`config.mk`:
```
export PLATFORM = sky130hd
export DESIGN_NAME = cvxif_result_buffer
export DESIGN_NICKNAME = d
export VERILOG_FILES = /design/src/rtl/cvxif_result_buffer.sv
export SDC_FILE = /design/constraint.sdc
export NUM_CORES = 1
export LEC_CHECK = 0
export ABC_CLOCK_PERIOD_IN_PS = 6940
export BUFFER_PORTS_ARGS = -buffer_cell sky130_fd_sc_hd__buf_2
export CAP_MARGIN = 20
export CORE_UTILIZATION = 45
export DETAILED_ROUTE_END_ITERATION = 12
export SYNTH_ARGS = -nofsm -noshare
export SYNTH_HDL_FRONTEND = slang
export SYNTH_SLANG_ARGS = --single-unit
```
`constraint.sdc`:
```
create_clock -name clk_i -period 6.94 [get_ports clk_i]
set_input_delay 0 -clock clk_i [delete_from_list [all_inputs] [get_ports clk_i]]
set_output_delay 0 -clock clk_i [all_outputs]
set_load 0.1 [all_outputs]
```
`src/rtl/cvxif_result_buffer.sv`:
```
// Ordered result queue between the coprocessor's CV-X-IF result port (no backpressure)
// and the core: captures every result, drops killed entries, flags overflow.
module cvxif_result_buffer #(
    parameter int DEPTH      = 4,
    parameter int ID_WIDTH   = 3,
    parameter int DATA_WIDTH = 32
) (
    input  logic                  clk_i,
    input  logic                  rst_i,
    input  logic                  in_valid_i,
    input  logic [ID_WIDTH-1:0]   in_id_i,
    input  logic [DATA_WIDTH-1:0] in_data_i,
    input  logic [4:0]            in_rd_i,
    input  logic                  in_we_i,
    input  logic                  in_exc_i,
    input  logic [5:0]            in_exccode_i,
    input  logic                  commit_valid_i,
    input  logic [ID_WIDTH-1:0]   commit_id_i,
    input  logic                  commit_kill_i,
    output logic                  out_valid_o,
    input  logic                  out_ready_i,
    output logic [ID_WIDTH-1:0]   out_id_o,
    output logic [DATA_WIDTH-1:0] out_data_o,
    output logic [4:0]            out_rd_o,
    output logic                  out_we_o,
    output logic                  out_exc_o,
    output logic [5:0]            out_exccode_o,
    output logic                  full_o,
    output logic                  empty_o,
    output logic [$clog2(DEPTH):0] usage_o,
    output logic                  overflow_o,
    output logic [7:0]            drop_cnt_o,
    input  logic                  clr_err_i
);

    localparam int AW = $clog2(DEPTH);

    logic [ID_WIDTH-1:0]   id_q      [DEPTH];
    logic [DATA_WIDTH-1:0] data_q    [DEPTH];
    logic [4:0]            rd_q      [DEPTH];
    logic                  we_q      [DEPTH];
    logic                  exc_q     [DEPTH];
    logic [5:0]            exccode_q [DEPTH];
    logic [DEPTH-1:0]      live_q;
    logic [AW-1:0]         wr_ptr_q, rd_ptr_q;
    logic [AW:0]           count_q;
    logic                  overflow_q;
    logic [7:0]            drop_cnt_q;

    logic             head_live, push, pop, drop, kill_en, push_killed;
    logic [DEPTH-1:0] alloc;

    // Output handshake: a result transfers on a cycle where out_valid_o and
    // out_ready_i are both high; out_valid_o never depends on out_ready_i.
    assign empty_o     = (count_q == '0);
    assign full_o      = (count_q == (AW+1)'(DEPTH));
    assign usage_o     = count_q;
    assign head_live   = live_q[rd_ptr_q];
    assign out_valid_o = !empty_o && head_live;
    assign pop         = !empty_o && (!head_live || (out_valid_o && out_ready_i));
    assign push        = in_valid_i && (!full_o || pop);
    assign drop        = in_valid_i && full_o && !pop;
    assign kill_en     = commit_valid_i && commit_kill_i;
    assign push_killed = kill_en && (commit_id_i == in_id_i);

    assign out_id_o      = id_q[rd_ptr_q];
    assign out_data_o    = data_q[rd_ptr_q];
    assign out_rd_o      = rd_q[rd_ptr_q];
    assign out_we_o      = we_q[rd_ptr_q] && out_valid_o;
    assign out_exc_o     = exc_q[rd_ptr_q];
    assign out_exccode_o = exccode_q[rd_ptr_q];
    assign overflow_o    = overflow_q;
    assign drop_cnt_o    = drop_cnt_q;

    // A slot is allocated when its distance from the read pointer is below the count.
    always_comb begin
        alloc = '0;
        for (int i = 0; i < DEPTH; i++) begin
            alloc[i] = ({1'b0, AW'(i) - rd_ptr_q} < count_q);
        end
    end

    always_ff @(posedge clk_i) begin
        if (rst_i) begin
            wr_ptr_q   <= '0;
            rd_ptr_q   <= '0;
            count_q    <= '0;
            overflow_q <= 1'b0;
            drop_cnt_q <= '0;
            live_q     <= '0;
            for (int i = 0; i < DEPTH; i++) begin
                id_q[i]      <= '0;
                data_q[i]    <= '0;
                rd_q[i]      <= '0;
                we_q[i]      <= 1'b0;
                exc_q[i]     <= 1'b0;
                exccode_q[i] <= '0;
            end
        end else begin
            if (kill_en) begin
                for (int i = 0; i < DEPTH; i++) begin
                    if (alloc[i] && (id_q[i] == commit_id_i)) live_q[i] <= 1'b0;
                end
            end
            // The push write comes last so a slot reused on a full push+pop takes fresh state.
            if (push) begin
                id_q[wr_ptr_q]      <= in_id_i;
                data_q[wr_ptr_q]    <= in_data_i;
                rd_q[wr_ptr_q]      <= in_rd_i;
                we_q[wr_ptr_q]      <= in_we_i;
                exc_q[wr_ptr_q]     <= in_exc_i;
                exccode_q[wr_ptr_q] <= in_exccode_i;
                live_q[wr_ptr_q]    <= !push_killed;
                wr_ptr_q            <= wr_ptr_q + AW'(1);
            end
            if (pop) rd_ptr_q <= rd_ptr_q + AW'(1);
            if (push && !pop)      count_q <= count_q + (AW+1)'(1);
            else if (pop && !push) count_q <= count_q - (AW+1)'(1);

            if (drop) begin
                overflow_q <= 1'b1;
                if (clr_err_i)                drop_cnt_q <= 8'd1;
                else if (drop_cnt_q != 8'hFF) drop_cnt_q <= drop_cnt_q + 8'd1;
            end else if (clr_err_i) begin
                overflow_q <= 1'b0;
                drop_cnt_q <= '0;
            end
        end
    end

endmodule

```
==> metrics.txt <==
CTS H-tree depth=1; WP data arrival=~3600 ps; endpoints failing setup=0; top cell type's share of synthesized area=0.5908; worst setup path endpoint=data_q[1][31]; Total Wirelength=roughly 21000 µm; Synth top cells by count=edfxtp_1 (192), and3_1 (147), and2_1 (50); FP Rows=53; top post-synthesis cells by area=edfxtp_1 (59%), mux4_2 (11%), and3_1 (9.4%); Tcrit/Tclk final=0.4656; Post-Route Setup TNS=0 ps; post-CTS setup buffer count=0; WL/cell=between 15 and 20 µm; critical path class=register to register; most numerous cell in the Yosys netlist=edfxtp_1; Ports=between 100 and 150; Area Overhead vs Synth=21.32%; DRT met1 WL=just under 9000 µm; Num CTS Buffers=23; CTS tree=built; Final Hold Fails=0; Core Area=around 0.021 mm²; async set-reset flop share out of synthesis=0; Root Buffer Master=clkbuf_16; first-pass GRT wire length=approximately 32000 µm; CTS max path bufs=3; syn avg cell area=around 15 µm²; crit path from=rd_ptr_q[0]; sequential area share after synthesis=0.6359; share of layout cells above drive strength 1=0.2696; RePlAce Congestion=just under 0.9; Clock Skews=roughly 16 ps; RSZ-0062 raised after global routing=no; Req. time, crit path=about 7300 ps; cell taking the most area after synthesis=edfxtp_1; DR pass1 iterations=5; syn nets=approximately 730; CTS sink count=about 210; fmax=slightly above 0.3 GHz; grt ovf=0; status=completed; Port Buffers=120; Post-synth EDFFs=about 190; Critical R2R Capture=data_q[1][31]; Crit. End Element=register; via count=between 6000 and 7000; metal3 WL=1267 µm; r2r setup slk=3710 ps; CP startpoint kind=register; Synth Register Bits=~210; Slew Viols, Final=0; Clock transition at path regs=around 60 ps; reg2reg start=rd_ptr_q[0]; warning count from the yosys run=0; # fillers=around 1700; vias per std cell=about 5.6; met2 wire len=between 10000 and 15000 µm; gr usage total=0.1913; CP max FO=132; Residual DRC=0; synth unique cells=41; Die X=~150 µm; DRT iter0 DRCs=337; Starting Density=0.4613; vias in the first global route=between 6000 and 7000; ant diodes=0; antenna violations before repair=0; Final Critical Period=~3200 ps; ys flop type=edfxtp_1; Relative slew margins=0.3518; Hold Path Class=input pin to register; largest net degree at the start of global routing=between 100 and 150; worst-margin pin slew=about 970 ps; Synth Instances=659; Reg2Reg Depth=6; DR top layer=met4; Mapped Area=between 0.009 and 0.01 mm²; max-cap viol count=0; Net count, final=880; die height=approximately 150 µm; Clock Latency Late Sink=approximately 500 ps; Detail Placement HPWL=between 10000 and 15000 µm; Routed Antenna Nets=0; Die Area=between 0.02 and 0.025 mm²
-- layer usage --
| layer | up-vias | track usage |
|---|---|---|
| met2 | 192 | 0.3395 |
| met4 | 0 | 0.05867 |
| li1 | 2843 | - |
| met1 | 3062 | 0.2387 |
| met5 | - | 0 |
| met3 | 37 | 0.03150 |
-- cell type report --
cell class              count  area (µm²)  area share
flip-flops and latches    214        6211      0.5246
multi-input cells         377        3364      0.2842
repair buffers            182        1194      0.1008
clock buffers              37       658.1     0.05558
well taps                 275       344.1     0.02906
inverters                  13       48.80    0.004121
clock inverters             4       20.02    0.001691
-- critical path, cell delays in order (launching register included) --
cell      delay, ps
dfxtp_1         560
mux2i_1         230
a222oi_1        100
buf_4           220
nor2_4          720
buf_4           820
and3_1          300
-- worst min path at each step --
stage | startpoint | end | slack (ps) | depth (start not counted)
after global placement | in_data_i[26] | data_q[3][26] | 300 | 2
final | in_valid_i | overflow_o | 60 | 3
after detailed placement | in_data_i[23] | data_q[3][23] | 310 | 2
after CTS | in_valid_i | overflow_o | 40 | 3
after global routing | in_valid_i | overflow_o | 70 | 3
after floorplan | clr_err_i | overflow_o | 180 | 2
-- stage by stage --
stage	hold WS [ps]	instances	area [µm²]	setup WS, ps	util
CTS	38.41	1102	11840	3765	0.5597
global route	72.85	1102	11840	3447	0.5597
global placement	302.9	1010	10650	3945	0.5035
finish	58.61	1102	11840	3709	0.5597
floorplan	181.8	659	9759	1045	-
detailed placement	307.7	1010	10650	3796	0.5035
-- cell families after synthesis --
| logic type | synth area share |
|---|---|
| multiplexers | 0.1182 |
| flip-flops | 0.6359 |
| XOR/XNOR | 0.01885 |
| adder cells (fa/ha/maj) | 0.01487 |
| AO/OA/AOI/OAI | 0.02769 |
| AND/OR/NAND/NOR | 0.1564 |
| buffers and inverters | 0.02808 |
-- sequential cells by signal, indices dropped and copies added (netlist names), named ones only --
signal and flops:
we_q 4, usage_o 3, live_q 4, exccode_q 24, data_q 128, wr_ptr_q 2
overflow_o 1, exc_q 4, id_q 12, rd_ptr_q 2, rd_q 20, drop_cnt_o 8
-- cells in the final DEF, fill, tap and decap left out, types with 5 or more instances in the layout --
master / count
and2_1: 50
nand2b_1: 6
xor2_1: 17
nand2_1: 6
a41o_1: 5
inv_1: 12
dfxtp_1: 20
a21oi_1: 11
mux4_2: 49
and3_1: 147
clkbuf_16: 23
o21ai_0: 9
clkbuf_1: 11
ha_1: 10
edfxtp_1: 192
nor3b_1: 5
nor2_1: 12
mux2i_1: 5
buf_4: 11
dlygate4sd3_1: 51
buf_2: 120
-- repair_timing --
action	in CTS	in global routing
hold buffers	51	0
endpoints found under the hold margin	209	0
gates resized for setup	0	0
endpoints found under the setup margin	0	0
Power is not shown: default switching activity piles up to over one toggle a cycle in this logic, so the estimate is an artifact.
